File: config.mk
export PLATFORM = sky130hd
export DESIGN_NAME = idli_pgrf_m
export DESIGN_NICKNAME = d
export VERILOG_FILES = /design/src/rtl/idli_pgrf_m.sv
export SDC_FILE = /design/constraint.sdc
export NUM_CORES = 1
export LEC_CHECK = 0
export BUFFER_PORTS_ARGS = -buffer_cell sky130_fd_sc_hd__buf_2
export CAP_MARGIN = 10
export CORE_MARGIN = 2
export CORE_UTILIZATION = 52
export CTS_CLUSTER_DIAMETER = 40
export DETAILED_ROUTE_END_ITERATION = 10
export PLACE_DENSITY = 0.74
export REMOVE_ABC_BUFFERS = 1
export SETUP_SLACK_MARGIN = 0.3
export SYNTH_ARGS = -nofsm -noshare
export SYNTH_HDL_FRONTEND = slang
export SYNTH_SLANG_ARGS = --single-unit
File: constraint.sdc
create_clock -name i_pgrf_gck -period 3.05 [get_ports i_pgrf_gck]
set_input_delay 0.305 -clock i_pgrf_gck [delete_from_list [all_inputs] [get_ports i_pgrf_gck]]
set_output_delay 0.305 -clock i_pgrf_gck [all_outputs]
set_load 0.01 [all_outputs]
File: src/rtl/idli_pgrf_m.sv
// ---------------------------------------------------------------------------
// idli_pgrf_m -- bit-serial general purpose register file with program counter
//
// Every architectural register (1..NUM_REGS-1) rotates right by SLICE_W bits
// each cycle. The slice that sits in the bottom SLICE_W bits is the slice
// presented on the read ports this cycle, and the slice that enters at the top
// is either the old bottom slice (hold) or freshly written data. A word
// therefore takes NSLICE cycles to stream past, LSB slice first, and a slice
// written in cycle t reappears at the bottom in cycle t+NSLICE.
// Register 0 reads as constant zero and is never written.
//
// The program counter lives at index PC_IDX and additionally supports a
// serial +1 increment that ripples a carry between slices through a flop.
//
// Ports
//   i_pgrf_gck       clock (rising edge)
//   i_pgrf_rst       asynchronous active-high reset
//   i_pgrf_b/_c      read-port register selects
//   o_pgrf_b/c_data  current slice of the selected registers
//   i_pgrf_a         write-port register select
//   i_pgrf_a_vld     write current slice of register a
//   i_pgrf_a_data    write slice data
//   i_pgrf_pc_vld    explicit PC slice write
//   i_pgrf_pc_data   explicit PC slice data
//   i_pgrf_pc_inc    serially increment the PC this cycle
//   o_pgrf_pc_data   current PC slice (value before this cycle's update)
//   o_pgrf_slice     index of the slice presented this cycle
//   o_pgrf_pc_carry  carry out of this cycle's PC increment slice
// ---------------------------------------------------------------------------
module idli_pgrf_m #(
  parameter int               REG_W    = 16,
  parameter int               SLICE_W  = 4,
  parameter int               NUM_REGS = 8,
  parameter int               PC_IDX   = NUM_REGS - 1,
  parameter logic [REG_W-1:0] RESET_PC = '0,
  localparam int              NSLICE   = REG_W / SLICE_W,
  localparam int              IDX_W    = $clog2(NUM_REGS),
  localparam int              SL_W     = (NSLICE > 1) ? $clog2(NSLICE) : 1
) (
  input  logic               i_pgrf_gck,
  input  logic               i_pgrf_rst,
  input  logic [IDX_W-1:0]   i_pgrf_b,
  input  logic [IDX_W-1:0]   i_pgrf_c,
  output logic [SLICE_W-1:0] o_pgrf_b_data,
  output logic [SLICE_W-1:0] o_pgrf_c_data,
  input  logic [IDX_W-1:0]   i_pgrf_a,
  input  logic               i_pgrf_a_vld,
  input  logic [SLICE_W-1:0] i_pgrf_a_data,
  input  logic               i_pgrf_pc_vld,
  input  logic [SLICE_W-1:0] i_pgrf_pc_data,
  input  logic               i_pgrf_pc_inc,
  output logic [SLICE_W-1:0] o_pgrf_pc_data,
  output logic [SL_W-1:0]    o_pgrf_slice,
  output logic               o_pgrf_pc_carry
);

  logic [REG_W-1:0]   regs_q [NUM_REGS];
  logic [REG_W-1:0]   regs_d [NUM_REGS];
  logic [SL_W-1:0]    cnt_q, cnt_d;
  logic               carry_q, carry_d;

  logic               cin;
  logic [SLICE_W:0]   pc_sum;
  logic               pc_wr_a;
  logic               pc_hi_wr;
  logic [SLICE_W-1:0] new_slice;

  // -------------------------------------------------------------------------
  // Next-state logic
  // -------------------------------------------------------------------------
  always_comb begin
    // NOTE: every signal driven here gets a value before any conditional
    // override, so no path leaves one unassigned and no latch is inferred.
    new_slice = '0;
    regs_d[0] = '0;

    // The increment always injects +1 at slice 0; later slices take the
    // carry left behind by the previous slice.
    cin      = (cnt_q == '0) ? 1'b1 : carry_q;
    pc_sum   = {1'b0, regs_q[PC_IDX][SLICE_W-1:0]} + {{SLICE_W{1'b0}}, cin};
    pc_wr_a  = i_pgrf_a_vld && (i_pgrf_a == IDX_W'(PC_IDX));
    pc_hi_wr = pc_wr_a || i_pgrf_pc_vld;

    o_pgrf_pc_carry = i_pgrf_pc_inc & pc_sum[SLICE_W];

    for (int i = 1; i < NUM_REGS; i++) begin
      new_slice = regs_q[i][SLICE_W-1:0];
      if (i == PC_IDX) begin
        if (pc_wr_a)            new_slice = i_pgrf_a_data;
        else if (i_pgrf_pc_vld) new_slice = i_pgrf_pc_data;
        else if (i_pgrf_pc_inc) new_slice = pc_sum[SLICE_W-1:0];
      end else if (i_pgrf_a_vld && (i_pgrf_a == IDX_W'(i))) begin
        new_slice = i_pgrf_a_data;
      end
      // Rotate right: the chosen slice enters at the top.
      regs_d[i] = REG_W'({new_slice, regs_q[i]} >> SLICE_W);
    end

    // An explicit PC write breaks the carry chain; the carry out of the top
    // slice is dropped so the PC wraps modulo 2^REG_W.
    if (pc_hi_wr || (cnt_q == SL_W'(NSLICE - 1))) carry_d = 1'b0;
    else                                         carry_d = o_pgrf_pc_carry;

    cnt_d = (cnt_q == SL_W'(NSLICE - 1)) ? '0 : cnt_q + 1'b1;
  end

  // -------------------------------------------------------------------------
  // State
  // -------------------------------------------------------------------------
  always_ff @(posedge i_pgrf_gck or posedge i_pgrf_rst) begin
    if (i_pgrf_rst) begin
      // NOTE: the register array is small and its reset contents are
      // architecturally visible (zeros and the boot PC), so it is reset like
      // any other flop rather than treated as an uninitialised RAM.
      for (int i = 0; i < NUM_REGS; i++) begin
        regs_q[i] <= (i == PC_IDX) ? RESET_PC : '0;
      end
      cnt_q   <= '0;
      carry_q <= 1'b0;
    end else begin
      // NOTE: non-blocking assignments so every flop samples the values that
      // existed before this edge, independent of statement order.
      for (int i = 0; i < NUM_REGS; i++) begin
        regs_q[i] <= regs_d[i];
      end
      cnt_q   <= cnt_d;
      carry_q <= carry_d;
    end
  end

  // -------------------------------------------------------------------------
  // Outputs
  // -------------------------------------------------------------------------
  always_comb begin
    o_pgrf_b_data = '0;
    o_pgrf_c_data = '0;
    if ((i_pgrf_b != '0) && (32'(i_pgrf_b) < NUM_REGS))
      o_pgrf_b_data = regs_q[i_pgrf_b][SLICE_W-1:0];
    if ((i_pgrf_c != '0) && (32'(i_pgrf_c) < NUM_REGS))
      o_pgrf_c_data = regs_q[i_pgrf_c][SLICE_W-1:0];
  end

  assign o_pgrf_pc_data = regs_q[PC_IDX][SLICE_W-1:0];
  assign o_pgrf_slice   = cnt_q;

endmodule

==> flow_summary.rst, run 1 <==
.. list-table::
   :header-rows: 1

   * - Metric
     - Value
   * - Core region area
     - 7290 sq um
   * - Leak Pwr
     - 2.27 nW
   * - Synth unique cells
     - 36
   * - Number of enable flip-flop cells after synthesis
     - 0
   * - Critical R2R Capture
     - regs_d[9]
   * - Post-cts resize count
     - 0
   * - R2r setup slk
     - 1.05 ns
   * - Layout Cells excl Fill
     - 392
   * - Height of the chip
     - 91.1 microns
   * - Cell type group with the largest total delay on the critical path
     - adder cells
   * - Period minus WS final
     - 2.46 ns
   * - Number of buffers between clock root and the deepest sink
     - 2
   * - Area grow syn2layout
     - 20.3%
   * - GR Util All Layers
     - 19.8%
   * - Origin of the critical flop-to-flop path
     - o_pgrf_slice[0]
   * - Footprint of the multi-input gates
     - 976 sq um
   * - Count of endpoints failing hold in the final timing report
     - 0
   * - TritonCTS Buffers
     - 17
   * - Cell Chain, Critical Path
     - inv_1 > ha_1 > or2_2 > ha_1 > ha_1 > and4_1 > buf_2
   * - Pin count of the biggest net entering global routing
     - 80
   * - DRT iter0 DRCs
     - 84
   * - Clock Sink Count
     - 115
   * - Number of hold buffers added after CTS
     - 0
   * - Core utilization of the finished layout
     - 65.1%
   * - Cell taking the most area after synthesis
     - sky130_fd_sc_hd__dfrtp_1
   * - Crit path largest cell delay
     - 0.39 ns
   * - Status
     - finished clean
   * - Cell count after synthesis
     - 233
   * - Crit end category
     - output pin
   * - Fin. max-slew vios
     - 0
   * - CP most frequent cell
     - sky130_fd_sc_hd__ha_1
   * - Pre-CTS setup slack
     - 1.06 ns
   * - Initial core utilization
     - 54.1%
   * - Weighted congestion at the end of routability-driven global placement
     - 0.741
   * - Max Clock Freq
     - 406 MHz
   * - Total placed cells including tap cells
     - 360
   * - Global-route wire length before repair
     - 11.8 mm
   * - RSZ-0062 raised after global routing
     - no
   * - DR WL/cell
     - 18.4 microns
   * - Number of setup violations in the final report
     - 0
   * - Placed Instance Area
     - 4210 sq um
   * - Post-synthesis share of cell area spent on and, or, nand and nor gates
     - 4.91%
   * - Cell count of the worst reg-to-reg path
     - 8
   * - Count of vias placed by the detailed router
     - 2,056
   * - Register area
     - 2880 sq um
   * - Async set-or-reset flop fraction in the synthesized netlist
     - 100%
   * - Total of flip-flops plus latches after synthesis
     - 115
   * - Die width
     - 91.1 microns
   * - Type of the worst setup path
     - flop to output pin
   * - Actual slew at the worst max-slew pin
     - 0.940 ns
   * - Number of antenna violations at the first check in global routing
     - 0
   * - Layout cells sized above 1
     - 38.2%
   * - Startpoint Class
     - flop
   * - Number of placed I/O pins
     - 37
   * - Total buffers and inverters traversed by the critical path
     - 2
   * - Tcrit/Tclk final
     - 80.8%
   * - Setup skew after layout
     - 0.00468 ns
   * - CTS clock-pin slew for the worst setup and hold paths
     - 0.06 ns
   * - Type of the tightest min-delay check
     - primary input to asynchronous set/reset pin
   * - Max H-tree Level
     - 4
   * - Post CTS Setup Buffer Count
     - 0
   * - Count of buffers from port buffering
     - 36
   * - Sum of routed wire length over all layers
     - 7.19 mm
   * - Maximum resistive drop on vdd
     - 0.388 mV
   * - DPL Wire Length
     - 4.55 mm
   * - Adder and majority cell fraction of the synthesized area
     - 1.27%
   * - Die footprint
     - 8300 sq um
   * - Number of nets still failing antenna checks after routing
     - 0
   * - Syn Area/Cell
     - 16.9 sq um
   * - Via count of the first global-routing pass
     - 2,211
   * - Data arrival at the endpoint of the critical path
     - 2.16 ns
   * - Yosys warning total
     - 0
   * - Dominant cells by area after synthesis
     - sky130_fd_sc_hd__dfrtp_1, sky130_fd_sc_hd__mux2_2, sky130_fd_sc_hd__mux4_2
   * - Nets
     - 306
   * - Top_reg_cell synth
     - sky130_fd_sc_hd__dfrtp_1
   * - Proportion of netlist area held by the largest area contributor
     - 72.9%
   * - Final hold slack
     - 0.0126 ns
   * - Worst setup margin
     - 0.586 ns
   * - CP required
     - 2.74 ns
   * - CTS Root Buffer Type
     - sky130_fd_sc_hd__clkbuf_8
   * - Post-Synthesis Cell Area
     - 3950 sq um
   * - DRC violation count after routing
     - 0
   * - Power per cell area
     - 804 nW/um^2
   * - Fraction of the mapped netlist area in compound gates
     - 4.09%
   * - 1st-pass router iterations
     - 4
   * - CP Max Fanout
     - 4
   * - Count of inserted antenna diode cells
     - 0
   * - Overflow left after global routing
     - 0
   * - Fraction of the yosys area taken by sequential cells
     - 72.9%
   * - Count of max-cap constraint violations
     - 0
   * - Layout Cell Area excl Fill
     - 4750 sq um
   * - Source-to-sink clock delay at the later pin of the worst-skew pair
     - 0.50 ns
   * - Filler cell count in the final layout
     - 539
   * - Per-cell via count in the routed design
     - 5.24
   * - Worst slew margin relative to its limit
     - 37.3%
   * - Largest family of logic cells by synthesized area
     - multiplexers
   * - Slowest cell on crit path
     - sky130_fd_sc_hd__dfrtp_1
   * - Cell Rows
     - 31
   * - Multiplexer area fraction after synthesis
     - 14.2%
   * - Xor and xnor fraction of the mapped netlist area
     - 0.222%
   * - TritonCTS clock tree
     - yes
==> cells in the final DEF (no fill, tap or decap), types with 2 or more instances in the layout <==
master                       instances
sky130_fd_sc_hd__o21ai_0             8
sky130_fd_sc_hd__mux2_2             30
sky130_fd_sc_hd__inv_1               7
sky130_fd_sc_hd__dfrtp_1           115
sky130_fd_sc_hd__a22oi_1             4
sky130_fd_sc_hd__nand2_1            11
sky130_fd_sc_hd__buf_2              36
sky130_fd_sc_hd__clkbuf_8            4
sky130_fd_sc_hd__mux4_2              7
sky130_fd_sc_hd__nor3_1              2
sky130_fd_sc_hd__a221oi_1            3
sky130_fd_sc_hd__nand4b_1            3
sky130_fd_sc_hd__ha_1                4
sky130_fd_sc_hd__clkinv_2            2
sky130_fd_sc_hd__and4bb_4            2
sky130_fd_sc_hd__a21oi_1             4
sky130_fd_sc_hd__mux2i_1             4
sky130_fd_sc_hd__clkinvlp_4          7
sky130_fd_sc_hd__clkbuf_16          16
sky130_fd_sc_hd__o21ai_1             2
==> stage by stage <==
stage	setup TNS, ns	power (mW)
after global placement	0	2.09
after CTS	0	3.86
after detailed placement	0	2.11
after global routing	0	3.97
final	0	3.82
after floorplan	-34.39	1.97
==> logic make-up after synthesis <==
| group | Yosys count |
|---|---|
| buffers and inverters | 17 |
| AND/OR/NAND/NOR | 28 |
| flip-flops | 115 |
| adder cells (fa/ha/maj) | 4 |
| multiplexers | 42 |
| AO/OA/AOI/OAI | 26 |
| XOR/XNOR | 1 |
==> worst max-delay path by stage <==
stage	endpoint	from	depth (start not counted)
6_report	o_pgrf_pc_carry	o_pgrf_slice[0]	7
3_5_place_dp	regs_d[9]	o_pgrf_slice[0]	8
3_3_place_gp	regs_d[9]	o_pgrf_slice[0]	8
4_1_cts	o_pgrf_pc_carry	o_pgrf_slice[0]	7
2_1_floorplan	carry_q	i_pgrf_rst	1
5_1_grt	o_pgrf_pc_carry	o_pgrf_slice[0]	7
==> metal layers <==
layer  GRT usage, %  routed length (microns)
met1           27.1                     3350
met2           29.6                     3530
met3           4.98                      160
met4           10.2                      151
met5              0                        0
==> flip-flops by register name, indices dropped and copies added, names as in the netlist <==
name / cells
o_pgrf_pc_data: 4
o_pgrf_slice: 2
regs_d: 84
regs_q: 24
carry_q: 1
==> cell type report <==
type                            count  share of cell area [%]
Tap cell                           99                    2.61
Clock inverter                     11                    1.69
Clock buffer                       21                    9.67
Multi-Input combinational cell    101                    20.5
Timing Repair Buffer               37                    4.21
Sequential cell                   115                    60.6
Inverter                            8                   0.685
==> Yosys cell counts, types with 4 or more instances <==
master	number
sky130_fd_sc_hd__a21oi_1	4
sky130_fd_sc_hd__mux2i_1	4
sky130_fd_sc_hd__nand2_1	11
sky130_fd_sc_hd__a22oi_1	4
sky130_fd_sc_hd__o21ai_0	8
sky130_fd_sc_hd__ha_1	4
sky130_fd_sc_hd__dfrtp_1	115
sky130_fd_sc_hd__mux4_2	7
sky130_fd_sc_hd__mux2_2	30
sky130_fd_sc_hd__buf_4	5
sky130_fd_sc_hd__inv_1	8
==> report_power, final <==
group / leakage, nW / internal (mW) / switching, mW / total, mW
Combinational: 0.575 / 0.128 / 0.132 / 0.260
Sequential: 1.45 / 1.73 / 0.0959 / 1.83
Clock: 0.245 / 1.06 / 0.676 / 1.74
Note: power is estimated with default switching activity, not from simulation.
==> inputs of run 2 (changes only) <==
--- a/config.mk
+++ b/config.mk
@@ -5,6 +5,7 @@
 export SDC_FILE = /design/constraint.sdc
 export NUM_CORES = 1
 export LEC_CHECK = 0
+export ABC_AREA = 1
 export BUFFER_PORTS_ARGS = -buffer_cell sky130_fd_sc_hd__buf_2
 export CAP_MARGIN = 10
 export CORE_MARGIN = 2
==> constraint.sdc (replaced) <==
create_clock -name i_pgrf_gck -period 2.1 [get_ports i_pgrf_gck]
set_input_delay 0.21 -clock i_pgrf_gck [delete_from_list [all_inputs] [get_ports i_pgrf_gck]]
set_output_delay 0.21 -clock i_pgrf_gck [all_outputs]
set_load 0.01 [all_outputs]
==> flow_summary.rst, run 2 <==
.. list-table::
   :header-rows: 1

   * - Metric
     - Value
   * - Syn Area/Cell
     - 11.5 sq um
   * - CP most frequent cell
     - sky130_fd_sc_hd__ha_4
   * - Worst slew margin relative to its limit
     - 62.6%
   * - Number of nets still failing antenna checks after routing
     - 0
   * - Cell count after synthesis
     - 351
   * - Layout Cell Area excl Fill
     - 5030 sq um
   * - CP Max Fanout
     - 2
   * - Filler cell count in the final layout
     - 553
   * - Leak Pwr
     - 2.54 nW
   * - Synth unique cells
     - 19
   * - CP required
     - 1.89 ns
   * - Layout cells sized above 1
     - 23.3%
   * - Clock Sink Count
     - 115
   * - Yosys warning total
     - 0
   * - Most used standard cell by instance count after synthesis
     - sky130_fd_sc_hd__dfrtp_1
   * - Initial core utilization
     - 53.1%
   * - Count of buffers from port buffering
     - 36
   * - Worst setup margin
     - -0.00537 ns
   * - Core utilization of the finished layout
     - 66.1%
   * - Layout Cells excl Fill
     - 526
   * - Cell types with the highest counts after synthesis
     - sky130_fd_sc_hd__dfrtp_1, sky130_fd_sc_hd__nand2_1, sky130_fd_sc_hd__inv_1
   * - Origin of the critical flop-to-flop path
     - o_pgrf_slice[0]
   * - Power per cell area
     - 1140 nW/um^2
   * - Die footprint
     - 8480 sq um
   * - Type of the tightest min-delay check
     - primary input to flop
   * - CP endpoint
     - o_pgrf_pc_carry
   * - Cell count of the worst reg-to-reg path
     - 9
   * - Async set-or-reset flop fraction in the synthesized netlist
     - 100%
   * - Max H-tree Level
     - 4
   * - Number of enable flip-flop cells after synthesis
     - 0
   * - 1st-pass router iterations
     - 5
   * - Net switching share of the total power
     - 25.6%
   * - Slowest cell on crit path
     - sky130_fd_sc_hd__dfrtp_1
   * - Height of the chip
     - 92.1 microns
   * - Number of setup violations in the final report
     - 1
   * - Global-route wire length before repair
     - 13.7 mm
   * - Part of the power in combinational logic
     - 7.3%
   * - CTS Root Buffer Type
     - sky130_fd_sc_hd__clkbuf_8
   * - Number of placed I/O pins
     - 37
   * - P_sw
     - 1.47 mW
   * - Count of endpoints failing hold in the final timing report
     - 0
   * - RSZ-0062 raised after global routing
     - yes
   * - DRC violation count after routing
     - 0
   * - TritonCTS Buffers
     - 17
   * - Type of the worst setup path
     - flop to output pin
   * - Total placed cells including tap cells
     - 479
   * - Fin. max-slew vios
     - 0
   * - Sum of routed wire length over all layers
     - 8.28 mm
   * - Cell Rows
     - 32
   * - Cell Chain, Critical Path
     - inv_1 > ha_2 > or2_4 > ha_4 > ha_4 > nand3_4 > nor2_2 > buf_2
   * - Period minus WS final
     - 2.11 ns
   * - Via count of the first global-routing pass
     - 2,766
   * - Most common library cell in the layout ignoring fill and taps
     - sky130_fd_sc_hd__dfrtp_1
   * - Core region area
     - 7610 sq um
   * - Critical path launch point
     - o_pgrf_slice[0]
   * - Pin count of the biggest net entering global routing
     - 46
   * - Startpoint Class
     - flop
   * - Count of inserted antenna diode cells
     - 0
   * - Source-to-sink clock delay at the later pin of the worst-skew pair
     - 0.51 ns
   * - Status
     - complete, but fails checks
   * - Total of flip-flops plus latches after synthesis
     - 115
   * - Die width
     - 92.1 microns
   * - Footprint of the multi-input gates
     - 992 sq um
   * - Number of antenna violations at the first check in global routing
     - 0
   * - Final hold slack
     - 0.0729 ns
   * - Dominant cells by area after synthesis
     - sky130_fd_sc_hd__dfrtp_1, sky130_fd_sc_hd__nand2_1, sky130_fd_sc_hd__o211ai_1
   * - Max Clock Freq
     - 475 MHz
   * - R2r setup slk
     - 0.39 ns
   * - Overflow left after global routing
     - 0
   * - DR WL/cell
     - 15.7 microns
   * - Post-Synthesis Cell Area
     - 4040 sq um
   * - Tcrit/Tclk final
     - 100%
   * - Critical R2R Capture
     - regs_d[9]
   * - Top_reg_cell synth
     - sky130_fd_sc_hd__dfrtp_1
   * - DPL Wire Length
     - 5.10 mm
   * - Sequential share of power
     - 45.9%
   * - Violated checks
     - negative setup slack
   * - Placed Instance Area
     - 4280 sq um
   * - Fraction of the yosys area taken by sequential cells
     - 71.3%
   * - TritonCTS clock tree
     - yes
   * - Register area
     - 2880 sq um
   * - Maximum resistive drop on vdd
     - 0.909 mV
   * - Nets
     - 437
   * - GR Util All Layers
     - 22.3%
   * - CTS clock-pin slew for the worst setup and hold paths
     - 0.06 ns
   * - Number of buffers between clock root and the deepest sink
     - 2
   * - Per-cell via count in the routed design
     - 5.06
   * - Flip-flop count of the largest register after layout
     - 84
   * - Actual slew at the worst max-slew pin
     - 0.561 ns
   * - Setup skew after layout
     - 0.00983 ns
   * - Internal power
     - 4.25 mW
   * - Most used cells in the layout excluding fill and tap cells
     - sky130_fd_sc_hd__dfrtp_1, sky130_fd_sc_hd__nand2_1, sky130_fd_sc_hd__buf_2
   * - Area grow syn2layout
     - 24.6%
   * - Clock share of power
     - 46.8%
   * - Data arrival at the endpoint of the critical path
     - 1.90 ns
   * - Crit path largest cell delay
     - 0.36 ns
   * - Weighted congestion at the end of routability-driven global placement
     - 0.942
   * - Count of vias placed by the detailed router
     - 2,664
   * - Crit end category
     - output pin
   * - Proportion of netlist area held by the largest area contributor
     - 71.3%
   * - Cell taking the most area after synthesis
     - sky130_fd_sc_hd__dfrtp_1
   * - DRT iter0 DRCs
     - 246
   * - Count of max-cap constraint violations
     - 0
-- run 2: cell count changes after synthesis, sizes merged, moves of 8 or more --
cell / before / now
nand2: 11 / 106
mux2: 30 / 0
o211ai: 0 / 24
o21ai: 10 / 27
nor2: 1 / 13
mux4: 8 / 0
nand3: 0 / 13
inv: 8 / 29
-- run 2: power by group through the flow --
stage / Clock [mW] / Combinational, mW / Sequential [mW]
finish: 2.68 / 0.419 / 2.62
floorplan: 0 / 0.229 / 2.61
detailed placement: 0 / 0.379 / 2.65
global route: 2.83 / 0.478 / 2.65
global placement: 0 / 0.373 / 2.63
CTS: 2.73 / 0.403 / 2.62
-- run 2: layout make-up --
cell class                      count  share of cell area [%]
Sequential cell                   115                    57.3
Multi-Input combinational cell    195                    19.7
Clock buffer                       17                    8.23
Timing Repair Buffer               53                    7.01
Clock inverter                     15                    3.01
Tap cell                          102                    2.54
Inverter                           29                    2.21
-- run 2: worst min path at each step --
stage / start / to / slack, ns / depth (start not counted)
2_1_floorplan: i_pgrf_a_data[3] / regs_d[11] / 0.33 / 2
3_3_place_gp: i_pgrf_rst / regs_d[90] / 0.29 / 2
3_5_place_dp: i_pgrf_rst / regs_d[90] / 0.31 / 2
4_1_cts: i_pgrf_pc_data[3] / regs_d[11] / 0.04 / 5
5_1_grt: i_pgrf_pc_data[3] / regs_d[11] / 0.09 / 5
6_report: i_pgrf_pc_data[3] / regs_d[11] / 0.07 / 5
-- run 2: logic make-up after synthesis --
kind of cell,synth area share (%)
flops,71.3
buf+inv,5.36
fa+ha+maj,1.24
simple gates,13.5
compound gates,8.56
-- run 2: metrics by stage --
step / total power [mW] / setup TNS (ns) / setup WS, ns
2_1_floorplan: 2.84 / -132.72 / -1.15
3_3_place_gp: 3.01 / 0 / 0.343
3_5_place_dp: 3.03 / 0 / 0.281
4_1_cts: 5.76 / -0.0182 / -0.0182
5_1_grt: 5.96 / -0.0860 / -0.0860
6_report: 5.72 / -0.00537 / -0.00537
-- run 2: repair_timing --
action | 4_1_cts | 5_1_grt
setup endpoints to repair | 2 | 9
hold buffers | 8 | 0
setup buffers | 3 | 4
pin swaps | 2 | 5
endpoints found under the hold margin | 47 | 0
gates resized for setup | 11 | 7
-- run 2: metal layers --
metal | routed length (microns) | track usage (%) | vias up
met5 | 0 | 0 | -
met4 | 108 | 8.71 | 0
met3 | 317 | 6.90 | 12
met2 | 4270 | 36.6 | 67
met1 | 3580 | 27.9 | 1327
li1 | - | - | 1258
-- run 2: critical path, delay by kind of cell (launching register included) --
kind | cells | cell delay (ns)
fa+ha+maj | 3 | 0.50
buf+inv | 2 | 0.18
flops | 1 | 0.36
simple gates | 3 | 0.35
